File: src/rtl/prince_twocycle_cipher_if.sv
// Start/data/result bundle between a stream or bus wrapper and the PRINCE engine.
interface prince_twocycle_cipher_if;
  logic         start;
  logic [63:0]  plaintext;
  logic [127:0] key;
  logic         busy;
  logic         done;
  logic [63:0]  ciphertext;

  modport master (output start, plaintext, key, input busy, done, ciphertext);
  modport slave  (input start, plaintext, key, output busy, done, ciphertext);
endinterface

File: src/rtl/prince_twocycle_cipher.sv
// PRINCE-64 encryption in two clocks: forward half and middle layer, then inverse half.
// Nibble 0 is the most significant nibble throughout.
module prince_twocycle_cipher (
  input logic                     clk,
  input logic                     rst,
  prince_twocycle_cipher_if.slave bus
);

  // Lookup tables are packed with entry 15 at the top so entry v sits at bits 4v+3:4v
  localparam logic [63:0] SBOX  = 64'h4d5e087619ca23fb;
  localparam logic [63:0] SBOXI = 64'h1ce5046a98df237b;

  localparam logic [11:0][63:0] RC = {
    64'hc0ac29b7c97c50dd, 64'hd3b5a399ca0c2399, 64'h64a51195e0e3610d,
    64'hc882d32f25323c54, 64'h85840851f1ac43aa, 64'h7ef84f78fd955cb1,
    64'hbe5466cf34e90c6c, 64'h452821e638d01377, 64'h082efa98ec4e6c89,
    64'ha4093822299f31d0, 64'h13198a2e03707344, 64'h0000000000000000};

  typedef enum logic {IDLE, PASS2} state_t;

  function automatic logic [63:0] sub(input logic [63:0] x, input logic [63:0] tbl);
    logic [63:0] y;
    y = '0;
    for (int i = 0; i < 16; i++) y[4*i +: 4] = tbl[{x[4*i +: 4], 2'b00} +: 4];
    return y;
  endfunction

  // Each output bit is the XOR of the same bit position in three of the four
  // nibbles of its 16-bit chunk; which nibble drops out rotates per row.
  function automatic logic [63:0] mprime(input logic [63:0] x);
    logic [63:0] y;
    logic [3:0]  o;
    int          h;
    y = '0;
    for (int c = 0; c < 4; c++) begin
      h = (c == 1 || c == 2) ? 1 : 0;
      for (int j = 0; j < 4; j++) begin
        o = '0;
        for (int k = 0; k < 4; k++)
          o = o ^ (x[60-16*c-4*k +: 4] & ~(4'b1000 >> ((j + h + k) % 4)));
        y[60-16*c-4*j +: 4] = o;
      end
    end
    return y;
  endfunction

  // Shift-rows permutation is i -> 5i mod 16 on nibble indices
  function automatic logic [63:0] sr(input logic [63:0] x);
    logic [63:0] y;
    y = '0;
    for (int i = 0; i < 16; i++) y[60-4*i +: 4] = x[60-4*((5*i)%16) +: 4];
    return y;
  endfunction

  function automatic logic [63:0] srinv(input logic [63:0] x);
    logic [63:0] y;
    y = '0;
    for (int i = 0; i < 16; i++) y[60-4*((5*i)%16) +: 4] = x[60-4*i +: 4];
    return y;
  endfunction

  state_t      state;
  logic        busy_q, done_q;
  logic [63:0] ct_q, hs, k1_q, k0p_q;
  logic [63:0] k0, k1, k0p, s1, s2;

  assign k0  = bus.key[127:64];
  assign k1  = bus.key[63:0];
  assign k0p = {k0[0], k0[63:1]} ^ {63'b0, k0[63]};

  always_comb begin
    s1 = bus.plaintext ^ k0 ^ k1 ^ RC[0];
    for (int i = 1; i <= 5; i++) s1 = sr(mprime(sub(s1, SBOX))) ^ RC[i] ^ k1;
    s1 = sub(mprime(sub(s1, SBOX)), SBOXI);
  end

  always_comb begin
    s2 = hs;
    for (int i = 6; i <= 10; i++) s2 = sub(mprime(srinv(s2 ^ k1_q ^ RC[i])), SBOXI);
    s2 = s2 ^ RC[11] ^ k1_q ^ k0p_q;
  end

  always_ff @(posedge clk) begin
    if (rst) begin
      state  <= IDLE;
      busy_q <= 1'b0;
      done_q <= 1'b0;
      ct_q   <= '0;
      hs     <= '0;
      k1_q   <= '0;
      k0p_q  <= '0;
    end else begin
      done_q <= 1'b0;
      case (state)
        IDLE: if (bus.start) begin
          hs     <= s1;
          k1_q   <= k1;
          k0p_q  <= k0p;
          busy_q <= 1'b1;
          state  <= PASS2;
        end
        PASS2: begin
          ct_q   <= s2;
          done_q <= 1'b1;
          busy_q <= 1'b0;
          state  <= IDLE;
        end
      endcase
    end
  end

  assign bus.busy       = busy_q;
  assign bus.done       = done_q;
  assign bus.ciphertext = ct_q;

endmodule

File: src/flat_wrapper.sv
// flat-port wrapper written by rule: the top's interface ports become plain ports
module prince_twocycle_cipher_flat 
  (clk, rst, bus_start, bus_plaintext, bus_key, bus_busy, bus_done, bus_ciphertext);
  prince_twocycle_cipher_if bus_i ();
  input logic clk;
  input logic rst;
  input wire logic [$bits(bus_i.start)-1:0] bus_start;
  input wire logic [$bits(bus_i.plaintext)-1:0] bus_plaintext;
  input wire logic [$bits(bus_i.key)-1:0] bus_key;
  output wire logic [$bits(bus_i.busy)-1:0] bus_busy;
  output wire logic [$bits(bus_i.done)-1:0] bus_done;
  output wire logic [$bits(bus_i.ciphertext)-1:0] bus_ciphertext;
  assign bus_i.start = bus_start;
  assign bus_i.plaintext = bus_plaintext;
  assign bus_i.key = bus_key;
  assign bus_busy = bus_i.busy;
  assign bus_done = bus_i.done;
  assign bus_ciphertext = bus_i.ciphertext;
  prince_twocycle_cipher u_core (.clk(clk), .rst(rst), .bus(bus_i));
endmodule
File: config.mk
export PLATFORM = sky130hd
export DESIGN_NAME = prince_twocycle_cipher_flat
export DESIGN_NICKNAME = d
export VERILOG_FILES = /design/src/rtl/prince_twocycle_cipher_if.sv /design/src/rtl/prince_twocycle_cipher.sv /design/src/flat_wrapper.sv
export SDC_FILE = /design/constraint.sdc
export NUM_CORES = 2
export LEC_CHECK = 0
export BUFFER_PORTS_ARGS = -buffer_cell sky130_fd_sc_hd__clkbuf_2
export CAP_MARGIN = 30
export CORE_UTILIZATION = 40
export CTS_CLUSTER_DIAMETER = 50
export DETAILED_ROUTE_END_ITERATION = 8
export MAX_ROUTING_LAYER = met4
export PLACE_DENSITY = 0.62
export SYNTH_ARGS = -nofsm -noshare
export SYNTH_HDL_FRONTEND = slang
export SYNTH_SLANG_ARGS = --single-unit
File: constraint.sdc
create_clock -name clk -period 14.5 [get_ports clk]
set_clock_uncertainty 0.2 [all_clocks]
set_input_delay 1.45 -clock clk [delete_from_list [all_inputs] [get_ports clk]]
set_output_delay 1.45 -clock clk [all_outputs]
set_load 0.01 [all_outputs]
# After elaboration in Yosys (flattened, before gate mapping)
# Index checks and enable logic that the tools add are counted.
[word_totals] register_bits=259 input_bits=195 elab_cells=761
[classes] n_eq_ne=1 shifts=192 muxes=5 bitwise=555 n_reduce_logical=1
[op_table] cell="indexed part select 64 x 7 -> 4 bit (first input constant)" count=192
[op_table] cell="bitwise XOR 4 bit" count=352
[op_table] cell="bitwise XOR 64 bit" count=14
[op_table] cell="bitwise XOR 4 x 3 -> 4 bit" count=132
[op_table] cell="bitwise XOR 3 x 4 -> 4 bit" count=44
[op_table] cell="NOT 25 bit" count=3
[op_table] cell="bitwise XOR 64 x 1 -> 64 bit" count=1
[op_table] cell="NOT 27 bit" count=2
[op_table] cell="NOT 39 bit" count=1
[op_table] cell="NOT 33 bit" count=1
[op_table] cell="NOT 32 bit" count=1
[op_table] cell="NOT 31 bit" count=1
[op_table] cell="NOT 30 bit" count=1
[op_table] cell="NOT 28 bit" count=1
[op_table] cell="case mux 1 bit (2 select lines)" count=2
[op_table] cell="two-way mux 1 bit" count=3
[op_table] cell="inequality test 2 bit (second input constant)" count=1
[op_table] cell="AND reduction 2 bit" count=1
[op_table] cell="NOT 1 bit" count=1

# Logic depth before layout (Yosys ltp)
[depth] word_depth=37 ltp_mapped=50

# Worst setup path before layout
# No wires, ideal clock.
[synth_path] path_kind="in2reg" startpoint="input port bus_key[44]" endpoint="register u_core.hs[60]" t_arrival_ns=10.728 required_time_ns=14.209 slack_ns=3.482 cell_stages=39 path_cell_list="clkbuf_1 -> xnor2_1 -> xor2_1 -> ha_1 -> mux2_2 -> mux2_2 -> xor2_1 -> xnor2_1 -> ha_1 -> mux2_2 -> a221oi_1 -> xnor2_1 -> xor2_1 -> ha_1 -> inv_1 -> mux2_2 -> mux2i_2 -> xor2_2 -> [3 not listed] -> o32ai_1 -> a21oi_1 -> xnor3_1 -> ha_1 -> mux2_2 -> o2bb2a_2 -> xnor2_2 -> xnor2_1 -> inv_1 -> ha_1 -> inv_1 -> mux2i_1 -> mux2i_1 -> xnor2_1 -> xor2_1 -> ha_1 -> or3_1 -> a311oi_1"
[synth_between] elab_chain_len=36 elab_cells_between_ends=228 cone_classes="58 x shift; 170 x bitwise"
[synth_lines] item="start: declaration" line="flat_wrapper.sv:9" rtl="input wire logic [$bits(bus_i.key)-1:0] bus_key;"
[synth_lines] item="bitwise XOR 64 bit" line="prince_twocycle_cipher.sv:72" rtl="s1 = bus.plaintext ^ k0 ^ k1 ^ RC[0];"
[synth_lines] item="indexed part select 64 x 7 -> 4 bit" line="prince_twocycle_cipher.sv:24" rtl="for (int i = 0; i < 16; i++) y[4*i +: 4] = tbl[{x[4*i +: 4], 2'b00} +: 4];"
[synth_lines] item="bitwise XOR 4 bit (2 in series)" line="prince_twocycle_cipher.sv:40" rtl="o = o ^ (x[60-16*c-4*k +: 4] & ~(4'b1000 >> ((j + h + k) % 4)));"
[synth_lines] item="bitwise XOR 4 x 3 -> 4 bit" line="prince_twocycle_cipher.sv:40"
[synth_lines] item="NOT 25 bit (no line)"
[synth_lines] item="bitwise XOR 64 bit" line="prince_twocycle_cipher.sv:73" rtl="for (int i = 1; i <= 5; i++) s1 = sr(mprime(sub(s1, SBOX))) ^ RC[i] ^ k1;"
[synth_lines] item="indexed part select 64 x 7 -> 4 bit" line="prince_twocycle_cipher.sv:24"
[synth_lines] item="bitwise XOR 4 bit (2 in series)" line="prince_twocycle_cipher.sv:40"
[synth_lines] item="[18 not listed]"
[synth_lines] item="bitwise XOR 4 bit" line="prince_twocycle_cipher.sv:40"
[synth_lines] item="NOT 33 bit (no line)"
[synth_lines] item="bitwise XOR 64 bit (*)" line="prince_twocycle_cipher.sv:73"
[synth_lines] item="indexed part select 64 x 7 -> 4 bit" line="prince_twocycle_cipher.sv:24"
[synth_lines] item="bitwise XOR 3 x 4 -> 4 bit" line="prince_twocycle_cipher.sv:40"
[synth_lines] item="bitwise XOR 4 bit" line="prince_twocycle_cipher.sv:40"
[synth_lines] item="bitwise XOR 4 bit (*)" line="prince_twocycle_cipher.sv:40"
[synth_lines] item="indexed part select 64 x 7 -> 4 bit (*)" line="prince_twocycle_cipher.sv:24"
[synth_lines] item="end signal: assignment" line="prince_twocycle_cipher.sv:89" rtl="hs <= '0;"
[synth_lines] item="end signal: assignment" line="prince_twocycle_cipher.sv:96" rtl="hs <= s1;"
[synth_lines] item="end: declaration" line="prince_twocycle_cipher.sv:64" rtl="logic [63:0] ct_q, hs, k1_q, k0p_q;"
# Every way passes the cells marked *; elsewhere a longest branch is shown, timed or not.
# A chain may end at the register's enable or synchronous reset.

# Worst setup path in the final report
[layout_path] startpoint="input port bus_key[45]" endpoint="register u_core.hs[56]"
[layout_between] elab_chain_len=36 elab_cells_between_ends=228 cone_classes="58 x shift; 170 x bitwise"
[layout_lines] item="bitwise XOR 64 bit" line="prince_twocycle_cipher.sv:72"
[layout_lines] item="indexed part select 64 x 7 -> 4 bit" line="prince_twocycle_cipher.sv:24"
[layout_lines] item="bitwise XOR 4 bit (2 in series)" line="prince_twocycle_cipher.sv:40"
[layout_lines] item="bitwise XOR 4 x 3 -> 4 bit" line="prince_twocycle_cipher.sv:40"
[layout_lines] item="NOT 25 bit (no line)"
[layout_lines] item="bitwise XOR 64 bit" line="prince_twocycle_cipher.sv:73"
[layout_lines] item="indexed part select 64 x 7 -> 4 bit" line="prince_twocycle_cipher.sv:24"
[layout_lines] item="bitwise XOR 4 bit (2 in series)" line="prince_twocycle_cipher.sv:40"
[layout_lines] item="[17 not listed]"
[layout_lines] item="bitwise XOR 4 bit or bitwise XOR 4 x 3 -> 4 bit (tied branches)" line="prince_twocycle_cipher.sv:40"
[layout_lines] item="bitwise XOR 4 bit" line="prince_twocycle_cipher.sv:40"
[layout_lines] item="NOT 33 bit (no line)"
[layout_lines] item="bitwise XOR 64 bit (*)" line="prince_twocycle_cipher.sv:73"
[layout_lines] item="indexed part select 64 x 7 -> 4 bit" line="prince_twocycle_cipher.sv:24"
[layout_lines] item="bitwise XOR 4 bit (2 in series)" line="prince_twocycle_cipher.sv:40"
[layout_lines] item="bitwise XOR 4 x 3 -> 4 bit (*)" line="prince_twocycle_cipher.sv:40"
[layout_lines] item="indexed part select 64 x 7 -> 4 bit (*)" line="prince_twocycle_cipher.sv:24"
# Marks and branches as above.

==> results_dict.tcl <==
set metrics [dict create \
    core_sq_um 142000 \
    crit_type "in -> reg" \
    grt_pass1_vias 45725 \
    dp.cells 8607 \
    drv_cap 0 \
    synth_common_cells "xnor2_1 (975), ha_1 (751), xor2_1 (606)" \
    initial_core_util 0.405 \
    clock_sinks 259 \
    grt_remaining_overflow 0 \
    final_cell_count_no_fill 8699 \
    synth_top_family_by_area "XOR/XNOR gates" \
    ant_nets 0 \
    final_util 0.440 \
    layout-drive-gt1-share 0.114 \
    synth.most_common_cell "xnor2_1" \
    ys_types 118 \
    ys.warnings.count 0 \
    grt_pass1_wl_mm 311 \
    gp_congestion 1.06 \
    cp_slowest_stage_delay_ns 0.62 \
    wl_per_cell_um 25.3 \
    chipWidth_um 382 \
    vias_per_cell 5.61 \
    synth_compound_area_frac 0.119 \
    synth_mux_area_frac 0.138 \
    yosys.area.top_type "ha_1" \
    timing.rr.start "u_core.k1_q[25]$_SDFFE_PP0P_" \
    endpoint_kind "register" \
    reg2regPathDepth 35 \
    fin_nets 7709 \
    maxSlewViolCount 0 \
    drt-total-wl_mm 220 \
    area_delta_synth_final_pct 8.61 \
    h-tree-depth 2 \
    ys.flop_type "dfxtp_1" \
    insertion_delay_ns 0.63 \
    fin_crit_sh 0.891 \
    r2r-end "u_core.bus.ciphertext[2]$_SDFFE_PP0P_" \
    synth_area_sq_um 57600 \
    synth_area_leaders "ha_1 (16%), xnor2_1 (15%), xor2_1 (9.2%)" \
    synthArstFlopShare 0 \
    rsz0062_at_grt "no" \
    reg2reg_setup_slack_ns 3.14 \
    dp_hpwl_mm 186 \
    crit_path_end "u_core.hs[56]$_SDFFE_PP0P_" \
    rows 138 \
    numCtsBuffers 43 \
    status "completed" \
    fmax_mhz 77.4 \
    hp-class "reg -> reg" \
    finalSetupTns_ns 0 \
    worstSetupStartpointType "primary input" \
    clock_path_buffers 3 \
    cp-startpoint "bus_key[45]" \
    synthSimpleGateAreaFrac 0.100 \
    critical_path_required_ns 14.81 \
    synth_fa_ha_area_frac 0.163 \
    clkTransAtPathRegs_ns 0.06 \
    grt_usage 0.301 \
    ys_seq_area_frac 0.0900 \
    pin_count 261 \
    netlist.area_leader.share 0.163 \
    synth_xor_area_frac 0.336 \
    postCtsSetupRepairBufs 0 \
    setup_viol 0 \
    numPortBuffers 260 \
    synthesis.instances 6583 \
    final_hold_viol_count 0 \
    fp.dieArea_sq_um 146000 \
    drt-initial-drc-count 5014 \
    slew_headroom 0.240 \
    postCtsHoldBufs 0 \
    crit_arrival_ns 13.23 \
    grt_max_degree 96 \
    synth_edf_count 0 \
    fin_crit_ns 12.92 \
    die_h_um 382 \
    synth_seq_cells 259 \
    syn_area_per_cell_sq_um 8.75 \
    syn_nets 7529 \
    firstDrtPassIters 6 \
    cts_tree "built" \
    clockRootBuffer "clkbuf_16" \
    antenna_found_initial 14 \
    worstMarginPinSlew_ns 1.13 \
    cts.repair.resized 0 \
    cp_max_fo 7 \
    cp_slowest_cell "o22ai_1" \
    vias 48785 \
    drc 0 \
]
-- logic make-up (layout without fill, tap and decap cells) --
logic type	after synthesis	after routing
AO/OA/AOI/OAI	1036	1036
adder cells (fa/ha/maj)	752	752
buffers and inverters	792	1005
other	0	13
flip-flops	259	259
multiplexers	678	678
AND/OR/NAND/NOR	1228	1228
XOR/XNOR	1838	1838
-- cell usage in the layout (no fill, tap or decap), drive strengths merged, types with 17 or more instances in the layout --
master,count
xnor2,1033
and2,25
nand3,56
a311oi,17
mux2i,513
buf,90
o21a,21
o31ai,25
nor3b,19
o211ai,63
ha,751
o22ai,36
nor2,358
a22oi,39
nor3,98
xor2,618
or2,30
a211oi,92
nand2b,73
nor2b,55
o21ai,200
mux4,73
dfxtp,259
mux2,92
clkbuf,312
a31oi,38
xnor3,143
or3,35
a211o,22
a21oi,321
a21o,21
inv,588
nand2,404
xor3,44
-- metrics by stage --
stage	instance area (sq um)	setup WS, ns	hold slack (ns)
6_report	62600	1.58	0.253
5_1_grt	62600	1.06	0.268
4_1_cts	62500	1.93	0.255
3_5_place_dp	61100	1.36	0.247
3_3_place_gp	61100	1.36	0.242
2_1_floorplan	57600	3.48	0.244
-- how the worst min path moves through the flow --
| stage | start | to | cells past startpoint |
|---|---|---|---|
| 2_1_floorplan | u_core.hs[43]$_SDFFE_PP0P_ | u_core.hs[43]$_SDFFE_PP0P_ | 2 |
| 5_1_grt | u_core.k1_q[19]$_SDFFE_PP0P_ | u_core.k1_q[19]$_SDFFE_PP0P_ | 2 |
| 3_5_place_dp | u_core.k1_q[19]$_SDFFE_PP0P_ | u_core.k1_q[19]$_SDFFE_PP0P_ | 2 |
| 4_1_cts | u_core.k1_q[19]$_SDFFE_PP0P_ | u_core.k1_q[19]$_SDFFE_PP0P_ | 2 |
| 3_3_place_gp | u_core.k1_q[22]$_SDFFE_PP0P_ | u_core.k1_q[22]$_SDFFE_PP0P_ | 2 |
| 6_report | u_core.k1_q[20]$_SDFFE_PP0P_ | u_core.k1_q[20]$_SDFFE_PP0P_ | 2 |
-- worst max-delay path: cells and delay by family --
kind,cells,cell delay [ns]
AND/OR/NAND/NOR,5,1.45
buffers and inverters,7,1.03
AO/OA/AOI/OAI,5,2.16
multiplexers,5,1.36
adder cells (fa/ha/maj),6,1.61
XOR/XNOR,12,4.12
-- registers in the layout, indices dropped and copies added, names as in the netlist --
name                   cells
u_core.bus.done            1
u_core.bus.ciphertext     64
u_core.state               1
u_core.k1_q               64
u_core.k0p_q              64
u_core.hs                 64
u_core.bus.busy            1
-- layout make-up --
type                            instances  area [sq um]
Antenna cell                           13          32.5
Sequential cell                       259          5190
Timing Repair Buffer                  350          2010
Inverter                              577          2170
Fill cell                           14012         79700
Tap cell                             1890          2360
Multi-Input combinational cell       5532         49400
Clock buffer                           52          1160
Clock inverter                         26           308
-- per-layer routing --
| layer | vias up | track usage | routed length [um] |
|---|---|---|---|
| met1 | 23534 | 0.398 | 93500 |
| met3 | 447 | 0.0506 | 22500 |
| met2 | 2175 | 0.439 | 91600 |
| met4 | 0 | 0.148 | 12800 |
| met5 | - | - | 0 |
| li1 | 22629 | - | - |
Power is not shown: default switching activity piles up to over one toggle a cycle in this logic, so the estimate is an artifact.
